**src/rtl/mod_updown_counter.sv**
```systemverilog
// Up/down modulo counter with runtime modulus, parallel load, wrap/saturate mode,
// enable-gated cascade carry, registered wrap pulse and sticky saturation flag.
module mod_updown_counter #(
   parameter int unsigned WIDTH     = 8,
   parameter int unsigned MAX_COUNT = 16
) (
   input  logic             i_clk,
   input  logic             i_rst,
   input  logic             i_en,
   input  logic             i_clr,
   input  logic             i_load,
   input  logic [WIDTH-1:0] i_load_val,
   input  logic             i_up_dn,
   input  logic             i_sat_mode,
   input  logic [WIDTH-1:0] i_mod_val,
   output logic [WIDTH-1:0] o_count,
   output logic             o_tc,
   output logic             o_carry,
   output logic             o_wrap_pulse,
   output logic             o_sat_flag
);

   // One extra bit so a modulus of 2^WIDTH is representable.
   localparam logic [WIDTH:0] MaxCnt = (WIDTH+1)'(MAX_COUNT);

   logic [WIDTH-1:0] r_count;
   logic [WIDTH-1:0] w_count_d;
   logic             r_wrap;
   logic             w_wrap_d;
   logic             r_sat;
   logic             w_sat_d;

   logic [WIDTH:0]   w_mod;
   logic [WIDTH:0]   w_last;
   logic [WIDTH:0]   w_cnt_ext;
   logic             w_oor;
   logic             w_at_top;
   logic             w_at_bot;
   logic             w_tc;

   always_comb begin
      w_mod     = (i_mod_val == '0) ? MaxCnt : {1'b0, i_mod_val};
      w_last    = w_mod - (WIDTH+1)'(1);
      w_cnt_ext = {1'b0, r_count};
      w_oor     = (w_cnt_ext >= w_mod);
      w_at_top  = (w_cnt_ext == w_last);
      w_at_bot  = (r_count == '0);
      w_tc      = ~w_oor & (i_up_dn ? w_at_top : w_at_bot);
   end

   always_comb begin
      w_count_d = r_count;
      w_wrap_d  = 1'b0;
      w_sat_d   = r_sat;
      if (i_clr) begin
         w_count_d = '0;
         w_sat_d   = 1'b0;
      end else if (i_load) begin
         w_count_d = ({1'b0, i_load_val} >= w_mod) ? w_last[WIDTH-1:0] : i_load_val;
      end else if (i_en) begin
         if (w_oor) begin
            // Modulus shrank below the count: re-enter range at the terminal, as a wrap.
            w_count_d = i_up_dn ? '0 : w_last[WIDTH-1:0];
            w_wrap_d  = 1'b1;
         end else if (w_tc) begin
            if (i_sat_mode) begin
               w_sat_d = 1'b1;
            end else begin
               w_count_d = i_up_dn ? '0 : w_last[WIDTH-1:0];
               w_wrap_d  = 1'b1;
            end
         end else if (i_up_dn) begin
            w_count_d = r_count + WIDTH'(1);
         end else begin
            w_count_d = r_count - WIDTH'(1);
         end
      end
   end

   always_ff @(posedge i_clk) begin
      if (i_rst) begin
         r_count <= '0;
         r_wrap  <= 1'b0;
         r_sat   <= 1'b0;
      end else begin
         r_count <= w_count_d;
         r_wrap  <= w_wrap_d;
         r_sat   <= w_sat_d;
      end
   end

   assign o_count      = r_count;
   assign o_tc         = w_tc;
   assign o_carry      = w_tc & i_en & ~i_sat_mode & ~i_clr & ~i_load & ~i_rst;
   assign o_wrap_pulse = r_wrap;
   assign o_sat_flag   = r_sat;

endmodule

```
**config.mk**
```make
export PLATFORM = sky130hd
export DESIGN_NAME = mod_updown_counter
export DESIGN_NICKNAME = d
export VERILOG_FILES = /design/src/rtl/mod_updown_counter.sv
export SDC_FILE = /design/constraint.sdc
export NUM_CORES = 1
export LEC_CHECK = 0
export ABC_AREA = 1
export BUFFER_PORTS_ARGS = -buffer_cell sky130_fd_sc_hd__buf_2
export CORE_ASPECT_RATIO = 0.9
export CORE_MARGIN = 4
export CORE_UTILIZATION = 35
export CTS_CLUSTER_SIZE = 10
export DETAILED_ROUTE_END_ITERATION = 8
export SLEW_MARGIN = 20
export SYNTH_ARGS = -nofsm -noshare
export SYNTH_HDL_FRONTEND = slang
export SYNTH_SLANG_ARGS = --single-unit
```
**constraint.sdc**
```tcl
create_clock -name i_clk -period 5.6 [get_ports i_clk]
set_input_delay 0.84 -clock i_clk [delete_from_list [all_inputs] [get_ports i_clk]]
set_output_delay 0.84 -clock i_clk [all_outputs]
set_load 0.005 [all_outputs]
```
# Yosys cells after proc, flatten, opt, wreduce, memory -nomap -nowiden
# Cells that the tools add are included.
[word_totals]
register_bits = 10
input_bits = 23
[classes]
add_sub_neg = 3
magnitude_cmp = 2
n_eq_ne = 2
muxes = 13
n_bitwise = 12
n_reduce_logical = 7
[ops]
columns = ["operator", "n"]
rows = [
  ["2-to-1 mux 8 bit", 9],
  [">= comparator 8 bit", 2],
  ["logical NOT 8 bit", 2],
  ["equality test 8 x 9 -> 1 bit", 1],
  ["subtractor 8 x 1 -> 9 bit, second input constant", 1],
  ["adder 8 x 1 -> 8 bit, second input constant", 1],
  ["subtractor 8 x 1 -> 8 bit, second input constant", 1],
  ["bitwise AND 1 bit", 6],
  ["inverter 1 bit", 6],
  ["AND reduction 5 bit", 1],
  ["2-to-1 mux 1 bit", 4],
  ["!= test 4 bit, second input constant", 1],
  ["OR reduction 4 bit", 1],
  ["AND reduction 2 bit", 1],
  ["nonzero test 2 bit", 1],
  ["OR reduction 2 bit", 1],
]

# Longest topological paths before layout
# Gate-level depths: netlist of the first run.
[depth]
word_depth = 11
depth_mapped = 23
depth_no_buf = 23

# Worst setup path before layout of the first run
# No wires, ideal clock.
[synth_timing]
kind = "in2out"
from = "input port i_mod_val[1]"
to = "output port o_carry"
arrival_ns = 2.974
required_ns = 4.760
slack_ns = 1.786
stages = 18
path_buffers = 0
cell_sequence = "inv_1 ha_1 nand2_2 nor2_4 nor2_1 ha_1 inv_1 nand3_1 a21oi_1 nand2_1 nor2_1 nand2_1 nor2_1 nand3_1 nor2_4 nand3_4 a21oi_2 nor3b_1"
[synth_between]
elab_chain_cells = 11
word_cells_on_any_way = 13
[synth_rtl]
columns = ["item", "line", "rtl"]
rows = [
  ["start: declaration", "15", "input logic [WIDTH-1:0] i_mod_val,"],
  ["logical NOT 8 bit", "42", "w_mod = (i_mod_val == '0) ? MaxCnt : {1'b0, i_mod_val};"],
  ["2-to-1 mux 8 bit (*)", "42", ""],
  ["subtractor 8 x 1 -> 9 bit", "43", "w_last = w_mod - (WIDTH+1)'(1);"],
  ["equality test 8 x 9 -> 1 bit", "46", "w_at_top = (w_cnt_ext == w_last);"],
  ["2-to-1 mux 1 bit", "48", "w_tc = ~w_oor & (i_up_dn ? w_at_top : w_at_bot);"],
  ["bitwise AND 1 bit (*)", "48", ""],
  ["named net o_tc", "17", "output logic o_tc,"],
  ["bitwise AND 1 bit (*) (5 in a row)", "94", "assign o_carry = w_tc & i_en & ~i_sat_mode & ~i_clr & ~i_load & ~i_rst;"],
  ["end: declaration", "18", "output logic o_carry,"],
]
# The timed path passes the listed nets; every way through them passes the cells marked *.

# Worst setup path after layout of the first run
[layout_timing]
from = "input port i_mod_val[1]"
to = "output port o_carry"
[layout_between]
elab_chain_cells = 11
word_cells_on_any_way = 13
[layout_rtl]
columns = ["item", "line"]
rows = [
  ["logical NOT 8 bit", "42"],
  ["2-to-1 mux 8 bit (*)", "42"],
  ["subtractor 8 x 1 -> 9 bit", "43"],
  ["equality test 8 x 9 -> 1 bit", "46"],
  ["2-to-1 mux 1 bit", "48"],
  ["bitwise AND 1 bit (*)", "48"],
  ["bitwise AND 1 bit (*) (5 in a row)", "94"],
]
# Every way passes the cells marked *; elsewhere a longest branch is shown, timed or not.

==> flow_summary.toml, run 1 <==
[timing]
setup_tns_ns = 0
setup_viol = 0
rsz0062_at_grt = "false"
max_slew.worst_pin.slew_ns = 0.6655
fin_crit_ns = 4.189
fin_skew_ns = 0.006759
finalHoldViolations = 0
max_freq_ghz = 0.2387
slew_viol_final = 0
relSlewSlack_pct = 55.47
timing.final.crit_share_pct = 74.80

[layout]
drive_gt1_share_pct = 19.12
nNetsFinal = 368
final_area_um2 = 2076
areaGrowthSynthToFinish_pct = 14.49
nFillCells = 553
diodes = 0

[worst_setup_path]
reg2reg_slack_ns = 2.90
critPathBufInv = 4
critPathTopFamily = "simple AND/OR/NAND/NOR gates"
cp.arrival_ns = 3.35
slowest_delay_ns = 0.29
end_kind = "primary output"
cp_max_fo = 9
worstSetupPathType = "input port to primary output"
start_kind = "input port"
cp.required_ns = 4.76
cpMaxStageDelayCell = "ha_1"
path_cells = "buf_2 > inv_1 > ha_1 > nand2_2 > nor2_4 > nor2_1 > ha_1 > inv_1 > nand3_1 > a21oi_1 > nand2_1 > nor2_1 > nand2_1 > nor2_1 > nand3_1 > nor2_4 > nand3_4 > a21oi_2 > nor3b_1 > buf_2"
cpMostUsedCell = "nor2_1"

[logic_synthesis]
postSynth.asyncResetShare_pct = 0
synth-seq-area-share_pct = 11.04
ys_warn_count = 0
yosysUniqueCellTypes = 32
synth_edf_count = 0
syn_nets = 332
synth_area_leaders = "ha_1 (16%), nand2_1 (13%), dfxtp_1 (11%)"
yosys.area.top_type = "ha_1"
synth.cell_area_um2 = 1813
yosys-top-cells-count = "nand2_1 (63), inv_1 (35), nand3_1 (33), a21oi_1 (26), nor2_1 (26)"
ys_ff_latch = 10
synthCells = 285
syn_area_per_cell_um2 = 6.361
synth_ff_type = "dfxtp_1"
yosysMostFrequentCell = "nand2_1"
yosys.area.top_type_share_pct = 15.87

[place]
dpl.hpwl_um = 4375
port_buffers = 34
gp_congestion = 0.8655
dpl_cell_area_um2 = 2034

[clock_tree]
cts_tree = "built"
htree_num_levels = 1
clock_latency_ns = 0.24
clk_pin_slew_ns = 0.04
cts.repair.resized = 0
cts_hold_buffers = 0
cts_setup_buffers = 0
cts-buffers-inserted = 3
cts_buffer_depth = 2
clkSinkCount = 10
cts-root-buf = "clkbuf_8"

[power]
p_leak_nw = 1.053
p_seq_share_pct = 24.6
p_clk_share_pct = 22.1
ir_drop_v = 0.00008286
p_total_mw = 0.3426
switching_share_pct = 43.88
power_density_nw_per_um2 = 165.0
switchingPower_mw = 0.1503
intPower_mw = 0.1923
comb_power_share_pct = 53.3

[hold_path]
hold_class = "flop to flop"

[outcome]
outcome = "completed"

[floorplanning]
die_h_um = 76.28
dieArea_um2 = 6397
die_w_um = 83.87
coreArea_um2 = 4925
pin_count = 35
initial_core_util_pct = 36.81
num_rows = 24

[routing]
antenna_left = 0
wirelength_um = 5263
drt_iter0_markers = 82
drtPass1Iterations = 4
drc = 0
wire_per_inst_um = 13.71
viasPerCell = 5.214
vias = 2002

[grt]
grt_max_degree = 14
grt_overflow = 0
grt_pass1_vias = 1858
grt_usage_pct = 17.00
antenna_found_initial = 0
grt_pass1_wl_um = 8928

[flow_run]
maxCapViolations = 0
==> worst reg2reg max path: cells and delay by family (launching register included) <==
family          cells  cell delay (ns)
buf+inv             1             0.35
fa+ha+maj           1             0.35
simple gates        6             0.68
compound gates      3             0.87
flops               1             0.40
==> area by class of cell <==
type / count / area (um^2) / share of cell area [%]
clock buffers: 3 / 41.29 / 1.989
inverters: 37 / 143.9 / 6.932
multi-input cells: 235 / 1439 / 69.32
flip-flops and latches: 10 / 200.2 / 9.644
well taps: 65 / 81.33 / 3.918
repair buffers: 34 / 170.2 / 8.198
==> cells by family (layout without fill, tap and decap cells) <==
kind of cell	count (synthesis)	in the layout	synth area share [%]
xor gates and xnor gates	8	8	3.864
AOI/OAI and AO/OA	48	48	15.67
DFF	10	10	11.04
buffers and inverters	40	74	9.592
and+or+nand+nor	155	155	42.86
adders and majority gates	24	24	16.98
==> layout by cell type, fill, tap and decap left out, drive strengths merged, types with 2 or more instances in the layout <==
cell	n
buf	34
xor2	4
xnor2	4
nand3	38
ha	23
o21ai	8
inv	36
nand4	13
o211ai	8
nand2	69
a21oi	30
clkbuf	3
nor3	2
nor2	31
dfxtp	10
o21a	2
==> path summary, 6_finish.rpt <==
check | from | endpoint | cells past startpoint
hold / removal | o_sat_flag$_SDFFE_PP0P_ | o_sat_flag$_SDFFE_PP0P_ | 2
hold reg to reg | o_sat_flag$_SDFFE_PP0P_ | o_sat_flag$_SDFFE_PP0P_ | 2
setup / recovery | i_mod_val[1] | o_carry | 20
setup reg to reg | o_count[5]$_SDFFE_PP0P_ | o_count[0]$_SDFFE_PP0P_ | 11
==> flip-flops by register name, indices dropped and copies added (netlist names) <==
signal / count
o_sat_flag: 1
o_count: 8
o_wrap_pulse: 1
==> power by group through the flow <==
stage,Combinational (mW),Sequential (mW),Clock (mW)
5_1_grt,0.207,0.0849,0.0843
2_1_floorplan,0.134,0.0832,0
3_3_place_gp,0.181,0.0858,0
6_report,0.183,0.0843,0.0757
4_1_cts,0.182,0.0843,0.0789
3_5_place_dp,0.181,0.0856,0
==> routing by layer <==
layer	wire length, um	track usage (%)	vias to the layer above
met5	0	0	-
met4	29	3.055	0
met3	337	3.784	6
met2	2295	26.39	51
met1	2600	24.21	898
li1	-	-	1047
==> stage by stage <==
| step | std cells | hold WS [ns] | utilization, % | worst slack (ns) |
|---|---|---|---|---|
| final | 384 | 0.4477 | 42.15 | 1.411 |
| after global routing | 384 | 0.4749 | 42.15 | 1.121 |
| after CTS | 384 | 0.4523 | 42.15 | 1.407 |
| after detailed placement | 381 | 0.4450 | 41.31 | 1.421 |
| after global placement | 381 | 0.4413 | 41.31 | 1.471 |
| after floorplan | 285 | 0.4437 | - | 1.786 |
Power figures use the tool's default switching activity.
==> inputs of run 2 (changes only) <==
clock period = 3.5 ns   (was 5.6 ns; I/O delays follow)
==> run 2 against run 1 <==
Net effect: routed wire length rose by 1.0%; clock skew shrank 0.0016 ns; combinational power up 63%; non-clock buffer count is 5 higher; count of clock-buffer cells in the layout rose by 1; die area stayed put; cell count up 1.6%; via count increased by 0.25%; clock power grew 93%; sequential share of layout area decreased by 0.29 points; global-route usage decreased by 0.097 points; largest cell class unchanged.
==> flow_summary.toml, run 2 (synthesis results as in run 1) <==
[outcome]
outcome = "completed"

[timing]
relSlewSlack_pct = 52.96
max_freq_ghz = 0.3045
fin_crit_ns = 3.284
fin_skew_ns = 0.005144
slew_viol_final = 0
rsz0062_at_grt = "false"
setup_slack_ns = 0.2161
timing.hold.ws_ns = 0.4450
timing.final.crit_share_pct = 93.82
max_slew.worst_pin.slew_ns = 0.7030
setup_tns_ns = 0
finalHoldViolations = 0
setup_viol = 0

[layout]
largest_reg_flops = 8
nFillCells = 558
finish.utilization_pct = 43.45
areaGrowthSynthToFinish_pct = 18.01
final_common_cell = "nand2_1"
nNetsFinal = 373
drive_gt1_share_pct = 21.54
final_cell_mix = "nand2_1 (63), buf_2 (34), inv_1 (33), nand3_1 (33)"
diodes = 0

[worst_setup_path]
cpMaxStageDelayCell = "ha_1"
path_cells = "buf_2 > inv_2 > ha_4 > nand2_2 > nor2_4 > nor2_1 > ha_1 > inv_1 > nand3_1 > a21oi_1 > nand2_1 > nor2_1 > nand2_1 > nor2_1 > nand3_1 > nor2_4 > nand3_4 > a21oi_2 > nor3b_1 > buf_2"
ff2ff_path_depth = 19
cp.arrival_ns = 2.76
slowest_delay_ns = 0.29
cpMostUsedCell = "nor2_1"
end_kind = "primary output"
start_kind = "input port"
worst-path-stages = 20
critPathBufInv = 4
cp-startpoint = "i_mod_val[0]"
critPathTopFamily = "simple AND/OR/NAND/NOR gates"
cp.required_ns = 2.97
r2r_start = "o_count[0]$_SDFFE_PP0P_"
cp_max_fo = 3
worstSetupPathType = "input port to primary output"

[power]
intPower_mw = 0.3363
switchingPower_mw = 0.2427
switching_share_pct = 41.92
p_leak_nw = 1.082
p_seq_share_pct = 23.2
p_clk_share_pct = 25.2
comb_power_share_pct = 51.6
ir_drop_v = 0.0001876
power_density_nw_per_um2 = 270.6

[hold_path]
min-delay-start = "o_sat_flag$_SDFFE_PP0P_"
hold_depth = 2
hold_class = "flop to flop"

[flow_run]
maxCapViolations = 0

[place]
place_ws_ns = 0.1220
gp_congestion = 0.8948
dpl.hpwl_um = 4473
port_buffers = 34

[clock_tree]
cts_tree = "built"
cts_hold_buffers = 0
cts_buffer_depth = 2
cts-root-buf = "clkbuf_8"
clk_pin_slew_ns = 0.05
htree_num_levels = 1
cts_setup_buffers = 0
clock_latency_ns = 0.24
clkSinkCount = 10
cts-buffers-inserted = 3
cts.repair.resized = 0

[grt]
grt_max_degree = 14
grt_overflow = 0
antenna_found_initial = 0
grt_pass1_wl_um = 9004
grt_pass1_vias = 1901
grt_usage_pct = 16.90

[floorplanning]
die_w_um = 83.87
num_rows = 24
dieArea_um2 = 6397
initial_core_util_pct = 36.81
pin_count = 35
die_h_um = 76.28
coreArea_um2 = 4925

[routing]
wire_per_inst_um = 13.63
wirelength_um = 5316
drc = 0
drtPass1Iterations = 5
antenna_left = 0
viasPerCell = 5.146
vias = 2007
drt_iter0_markers = 117
run 2: power groups by stage:
stage          registers [mW]  clock network [mW]  logic [mW]
2_1_floorplan           0.133                   0       0.214
3_3_place_gp            0.137                   0       0.291
3_5_place_dp            0.137                   0       0.294
4_1_cts                 0.135               0.150       0.295
5_1_grt                 0.136               0.158       0.341
6_report                0.134               0.146       0.299
run 2: final timing paths:
kind | to | slack, ns
worst max-delay path | o_carry | 0.22
worst min-delay path | o_sat_flag$_SDFFE_PP0P_ | 0.44
worst max register to register | o_count[3]$_SDFFE_PP0P_ | 1.01
worst min register to register | o_sat_flag$_SDFFE_PP0P_ | 0.44
run 2: worst register-to-register path: cells and delay by family, from the launching register on:
kind / cells / cell delay [ns]
and+or+nand+nor: 13 / 1.16
DFF: 1 / 0.39
AOI/OAI and AO/OA: 2 / 0.15
adders and majority gates: 1 / 0.32
buffers and inverters: 3 / 0.35
run 2: through the flow:
step	cells	power [mW]	area, um^2
3_5_place_dp	386	0.4311	2072
4_1_cts	390	0.5800	2127
3_3_place_gp	386	0.4281	2072
2_1_floorplan	285	0.3472	1813
6_report	390	0.5790	2140
5_1_grt	390	0.6353	2140
run 2: layout make-up:
type,instances,area [um^2],share of cell area (%)
multi-input combinational,235,1451,67.84
timing repair buffer,39,207.7,9.708
sequential,10,200.2,9.357
inverter,37,143.9,6.725
tap,65,81.33,3.801
clock buffer,4,55.05,2.573
run 2: routing by layer:
layer / vias up / track usage [%] / share of wire [%]
met4: 0 / 0.9646 / 0.23
li1: 1057 / - / -
met2: 61 / 25.99 / 42
met5: - / 0 / 0
met3: 2 / 3.676 / 7.2
met1: 887 / 25.15 / 50
